[src/rtl/ring_nic.sv]
// ring_nic
//   Network interface between a processing element and one node of the
//   four-node gold ring. Single-entry output and input packet buffers,
//   each with a full flag, reached through a four-register processor port.
//
// Ports
//   clk          rising-edge clock
//   reset        asynchronous, active-high reset
//   addr         register select: 00 in_buf, 01 in status, 10 out_buf, 11 out status
//   d_in         processor write data
//   d_out        registered processor read data (zero on idle or write cycles)
//   nicEn        processor access enable
//   nicWrEn      1 = write, 0 = read (qualified by nicEn)
//   net_so       send valid toward router
//   net_ro       router ready to accept
//   net_do       packet toward router (always the output buffer)
//   net_polarity router cycle polarity (0 even, 1 odd)
//   net_si       receive valid from router
//   net_ri       NIC ready to accept from router
//   net_di       packet from router
//
// Packet bit 0 is the MSB and carries the virtual channel; the NIC never
// alters packet contents.
module ring_nic (
    input  logic        clk,
    input  logic        reset,
    input  logic [0:1]  addr,
    input  logic [0:63] d_in,
    output logic [0:63] d_out,
    input  logic        nicEn,
    input  logic        nicWrEn,
    output logic        net_so,
    input  logic        net_ro,
    output logic [0:63] net_do,
    input  logic        net_polarity,
    input  logic        net_si,
    output logic        net_ri,
    input  logic [0:63] net_di
);

    logic [0:63] r_out_buf;
    logic        r_out_full;
    logic [0:63] r_in_buf;
    logic        r_in_full;
    logic [0:63] r_d_out;

    logic        w_rd;
    logic        w_wr_out;
    logic        w_consume;
    logic        w_capture;
    logic        w_send;
    logic [0:63] w_rd_data;

    assign w_rd      = nicEn & ~nicWrEn;
    // A write while the output buffer is still full (including the edge at
    // which it drains) is dropped.
    assign w_wr_out  = nicEn & nicWrEn & (addr == 2'b10) & ~r_out_full;
    assign w_consume = w_rd & (addr == 2'b00) & r_in_full;

    // Only send when the packet's VC matches the current ring polarity.
    assign w_send    = r_out_full & net_ro & (r_out_buf[0] == net_polarity);
    assign net_so    = w_send;
    assign net_do    = r_out_buf;

    // Ready is low while full, so a consume and a new arrival never
    // coincide; the router holds the packet until the following edge.
    assign net_ri    = ~r_in_full & ~reset;
    assign w_capture = net_si & net_ri;

    assign d_out     = r_d_out;

    always_comb begin
        w_rd_data = '0;
        if (w_rd) begin
            case (addr)
                2'b00: w_rd_data = r_in_buf;
                2'b01: w_rd_data = {63'b0, r_in_full};
                2'b10: w_rd_data = r_out_buf;
                2'b11: w_rd_data = {63'b0, r_out_full};
                default: w_rd_data = '0;
            endcase
        end
    end

    always_ff @(posedge clk or posedge reset) begin
        if (reset) begin
            r_out_buf  <= '0;
            r_out_full <= 1'b0;
            r_in_buf   <= '0;
            r_in_full  <= 1'b0;
            r_d_out    <= '0;
        end else begin
            r_d_out <= w_rd_data;

            if (w_send) begin
                r_out_full <= 1'b0;
            end else if (w_wr_out) begin
                r_out_buf  <= d_in;
                r_out_full <= 1'b1;
            end

            if (w_capture) begin
                r_in_buf  <= net_di;
                r_in_full <= 1'b1;
            end else if (w_consume) begin
                r_in_full <= 1'b0;
            end
        end
    end

endmodule

[config.mk]
export PLATFORM = sky130hd
export DESIGN_NAME = ring_nic
export DESIGN_NICKNAME = d
export VERILOG_FILES = /design/src/rtl/ring_nic.sv
export SDC_FILE = /design/constraint.sdc
export NUM_CORES = 1
export LEC_CHECK = 0
export CORE_AREA = 2 2 149 151
export DETAILED_ROUTE_END_ITERATION = 6
export DIE_AREA = 0 0 151 153
export SLEW_MARGIN = 20
export SYNTH_ARGS = -nofsm -noshare
export SYNTH_HDL_FRONTEND = slang
export SYNTH_SLANG_ARGS = --single-unit
[constraint.sdc]
create_clock -name clk -period 11.8 [get_ports clk]
set_input_delay 2.36 -clock clk [delete_from_list [all_inputs] [get_ports clk]]
set_output_delay 2.36 -clock clk [all_outputs]
set_load 0.02 [all_outputs]
Yosys cells after proc, flatten, opt, wreduce, memory -nomap -nowiden
Cells that the tools add are included.
{ "word_totals": {"rom_bits": 0, "ramBits": 0, "n_memories": 0, "output_inout_bits": 130, "latch_bits": 0, "in_bits": 137, "register_bits": 194} }
{ "classes": {"addsub": 0, "order_cmp": 0, "n_mul": 0, "shift": 0, "div_mod_pow": 0, "n_bitwise": 15, "muxes": 6, "n_eq_ne": 4, "reduce_logical": 4} }
{ "op_table": {"columns": ["op", "count"], "rows": [
  ["case mux 64 bit (4 select lines)", 1],
  ["two-way mux 64 bit", 1],
  ["AND 1 bit", 10],
  ["inverter 1 bit", 5],
  ["equality test 2 bit (second input constant)", 2],
  ["two-way mux 1 bit", 4],
  ["nonzero test 2 bit", 2],
  ["equality test 2 x 1 -> 1 bit (second input constant)", 1],
  ["logical NOT 2 bit", 1],
  ["AND reduction 2 bit", 1],
  ["equality test 1 bit", 1]
]} }

Depth between registers and ports, before layout
{ "depth": {"word_depth": 6, "depth_mapped": 5, "depth_no_buf": 3} }

Worst setup path after synthesis
OpenSTA, ideal clock, no wires.
{ "synth_timing": {"kind": "input -> output", "start": "input net_polarity", "end": "output net_so", "n_path_buf": 0, "setup_slack_ns": 6.677, "arrival_ns": 2.763, "stages": 2, "cell_sequence": "xnor2_1 > and3_1"} }
{ "synth_via": {"elab_chain_len": 2} }
{ "synth_lines": {"columns": ["item", "line", "source"], "rows": [
  ["start, declared", "35", "input logic net_polarity,"],
  ["equality test 1 bit", "61", "assign w_send = r_out_full & net_ro & (r_out_buf[0] == net_polarity);"],
  ["AND 1 bit", "61", null],
  ["end, declared", "32", "output logic net_so,"]
]} }
Every way passes these cells.

Final worst setup path
Same ends and word-level chain as after synthesis.

==> run summary <==
For the total number of nets in the final design, the log shows 828. The number of different library cells used by synthesis comes to 23. The level count of the clock H-tree was 4.

In the detailed route, the total length drawn on met2 is 9813 um. The transition time of the tightest slew-check pin was 986.3 ps. The number of nets in the synthesized netlist is 564. Pin placement for this block handled 267 I/O pins. The sort of element at the start of the critical path is a primary input. Initial antenna violation count: 2.

The routed design has 19060 um of wire. The tools report the synthesized area as 7396 sq um. Most frequent cell after synthesis: dfrtp_1. Row generation in the floorplan step produced 54 rows.

Of the synthesized area, sequential elements account for 65.64%. For the worst-skew pair, the clock arrives at the later sink with an insertion delay of 430 ps. In the detailed route, the total length drawn on met3 is 1184 um.

In the synthesized netlist, the cells that appear most often are dfrtp_1 (194), mux2_2 (68), a22o_1 (63). The die width is 151 um. The total via count in the routed design is 4633. Net switching is 30.99% of the power. Yosys printed 0 warnings.

Per report_power, the combinational group accounts for 33.2% of the total. Placeable core area: 21490 sq um. Leaving out filler cells and counting taps, the final layout contains 986. The run gives 0.7782 as the final weighted congestion in routability-driven placement.

The tree is rooted in a clkbuf_16. The critical setup path kind is in -> out. Setup repair after global routing left no endpoint under its margin. The tools report the placed instance count as 952. Once detail routing completed, the nets flagged for antenna violations numbered 0. The average vias per placed instance came out at 4.699. For the worst setup path, the data required time is 9440 ps. The sequential cell fraction of total power was 43.2%; the final max-slew violation count was 0.

The run finished with clean final reports. The die covers 23100 sq um. The average instance in the mapped netlist occupies 17.32 sq um. For this configuration, the core starts out at a cell density of 34.42%. In the synthesized netlist, the number of instances is 427.

At the worst endpoint, the arrival time is 3740 ps. The run gives 17.05% as the combined global-route utilization of all metal layers. The number of cells traversed by the worst hold path is 1, and the post-cts sizing count is 0. Of all nets on the critical path, the largest fanout is 2. Before antenna repair, the detailed router went through 4 iterations. For the worst flop-to-flop path, the logic depth is 3.

The instance area at placement was 10250 sq um; the area occupied by multi-input gates was 2328 sq um. Leading area contributor after synthesis: dfrtp_1. The floorplan step set the die height to 153 um. For this run, the top clock speed supported by timing is 163.9 MHz.

Counting the buffers created by CTS gives 17. The average detailed-routed wire length per instance was 19.33 um. Clock period minus worst slack: 6100 ps. Counting every sink on the clock net gives 194. The post-route clock skew came out at 14.90 ps. TritonCTS built the clock tree. Sorting the synthesized cells by area gives the leading types as dfrtp_1 (66%), mux2_2 (10%), mux2_4 (10%). The proportion of netlist area held by the largest area contributor is 65.64%.

Relative to the synthesized area, the layout overhead comes to 46.78%. For the final-report hold violation count, the log shows 0. The run gives 0 as the number of max-cap violations.

STA classifies the critical path endpoint as a primary output. Highest routed metal layer: met4. The tools report the worst-case headroom to the max-slew limit as 34.25%.

The logs give 4.678 nW for the leakage power figure and 147 for the number of DRC violations after detailed-routing iteration 0. The clock-pin slew on the worst setup and hold paths works out to 70 ps. The detailed router put a total of 7638 um of wire on met1. In this run the power spent charging and discharging nets is 0.7717 mW.

The worst hold path belongs to the class reg -> reg. For this design the ratio of total power to cell area is 229.4 nW/um^2. The count of buffers added on input and output ports is 266. Worst voltage drop across the vdd grid: 127.1 uV. The post-synthesis register bit count is 194, and the number of flops mapped to enable cells by yosys is 0. The setup TNS is 0 ps.

For the clock tree buffer depth, the log shows 2. Of all flip-flops after synthesis, the portion carrying an async set or reset was 100.0%. The final setup slack of the worst path was 5700 ps; the fraction of the cycle the final worst path needs was 51.69%. Entering global routing, the biggest net connects 135 pins.

The layout has 1829 filler cells. The detailed-route DRC error count is 0. For the number of buffers inserted for hold repair after clock tree synthesis, the log shows 0. The most used flip-flop cell after synthesis is dfrtp_1. Once layout is done, the placed cells without fillers occupy 10860 sq um. The cell-internal power was 1.718 mW; the global-route wire length before repair was 30090 um. The number of setup buffers added after CTS is 0.

At the placement stage, the worst setup path has a slack of 5697 ps. The share of total power dissipated in the clock network is 23.6%. The remaining global-route overflow is 0, and the share of post-route cells with drive strength above 1 is 22.87%. The run gives 0 as the total of endpoints with negative setup slack in the final report.

The number of global-route vias before repair came out at 5176. The HPWL reported at the end of detailed placement came out at 12760 um. Area taken by flip-flops and latches: 4855 sq um.
-- critical path, cell delays in order --
cell,delay (ps)
clkdlybuf4s50_1,470
xnor2_1,120
and3_1,190
clkdlybuf4s50_1,610
-- routing by layer --
layer / GRT usage [%] / vias up
met1: 20.67 / 2381
met3: 4.776 / 25
li1: - / 2081
met5: 0 / -
met4: 6.142 / 0
met2: 28.94 / 146
-- registers in the layout, indices dropped and copies added (netlist names) --
register    count
r_in_full       1
net_do         64
r_out_full      1
d_out          64
r_in_buf       64
-- cells by family (layout without fill, tap and decap cells) --
kind of cell,count (synthesis),count (layout),synth area share (%)
flops,194,194,65.64
simple gates,9,9,1.303
buf+inv,29,306,2.977
other cells,0,2,0
mux,129,129,22.33
compound gates,65,65,7.630
xor+xnor,1,1,0.1184
-- placed cells by master, fill, tap and decap left out, drive strengths merged --
cell / n
buf: 5
and3: 1
diode: 2
clkinvlp: 2
nor2b: 1
nor3: 1
mux4: 1
mux2: 128
clkbuf: 18
xnor2: 1
clkinv: 4
bufinv: 2
and2: 1
nand4b: 1
a21oi: 1
nor2: 2
nor3b: 1
dfrtp: 194
nand2b: 1
o21bai: 1
a22o: 63
clkdlybuf4s50: 266
inv: 9
-- worst paths after layout --
kind                                           from                      to  slack [ps]
max                                    net_polarity                  net_so        5700
min                        r_in_buf[18]$_DFFE_PP0P_     d_out[18]$_DFF_PP0_         500
max reg2reg                  r_out_full$_DFFE_PP0P_  net_do[50]$_DFFE_PP0P_        9520
min reg2reg                r_in_buf[18]$_DFFE_PP0P_     d_out[18]$_DFF_PP0_         500
max in group asynchronous                     reset  net_do[17]$_DFFE_PP0P_        7800
min in group asynchronous                     reset  r_out_full$_DFFE_PP0P_        2570
-- power groups by stage --
stage                     Sequential (mW)  Combinational, mW  Clock [mW]
final                                1.08              0.826       0.589
after global routing                 1.11              0.877       0.634
after CTS                            1.08              0.837       0.606
after detailed placement             1.09              0.833           0
after global placement               1.08              0.820           0
after floorplan                      1.21              0.307           0
-- layout make-up --
type	instances	area share, %
repair buffers	271	24.87
clock buffers	18	3.953
diodes	2	0.04610
flip-flops and latches	194	44.72
well taps	280	3.227
inverters	3	0.1729
multi-input cells	204	21.45
clock inverters	14	1.556
-- per-stage QoR --
step                total power [mW]  hold WS [ps]  utilization, %
floorplan                      1.514         468.9               -
global placement               1.898         475.6           47.72
detailed placement             1.924         483.3           47.72
CTS                            2.521         497.2           50.50
global route                   2.620         515.1           50.52
finish                         2.490         495.1           50.52
(Power assumes the default switching activity.)
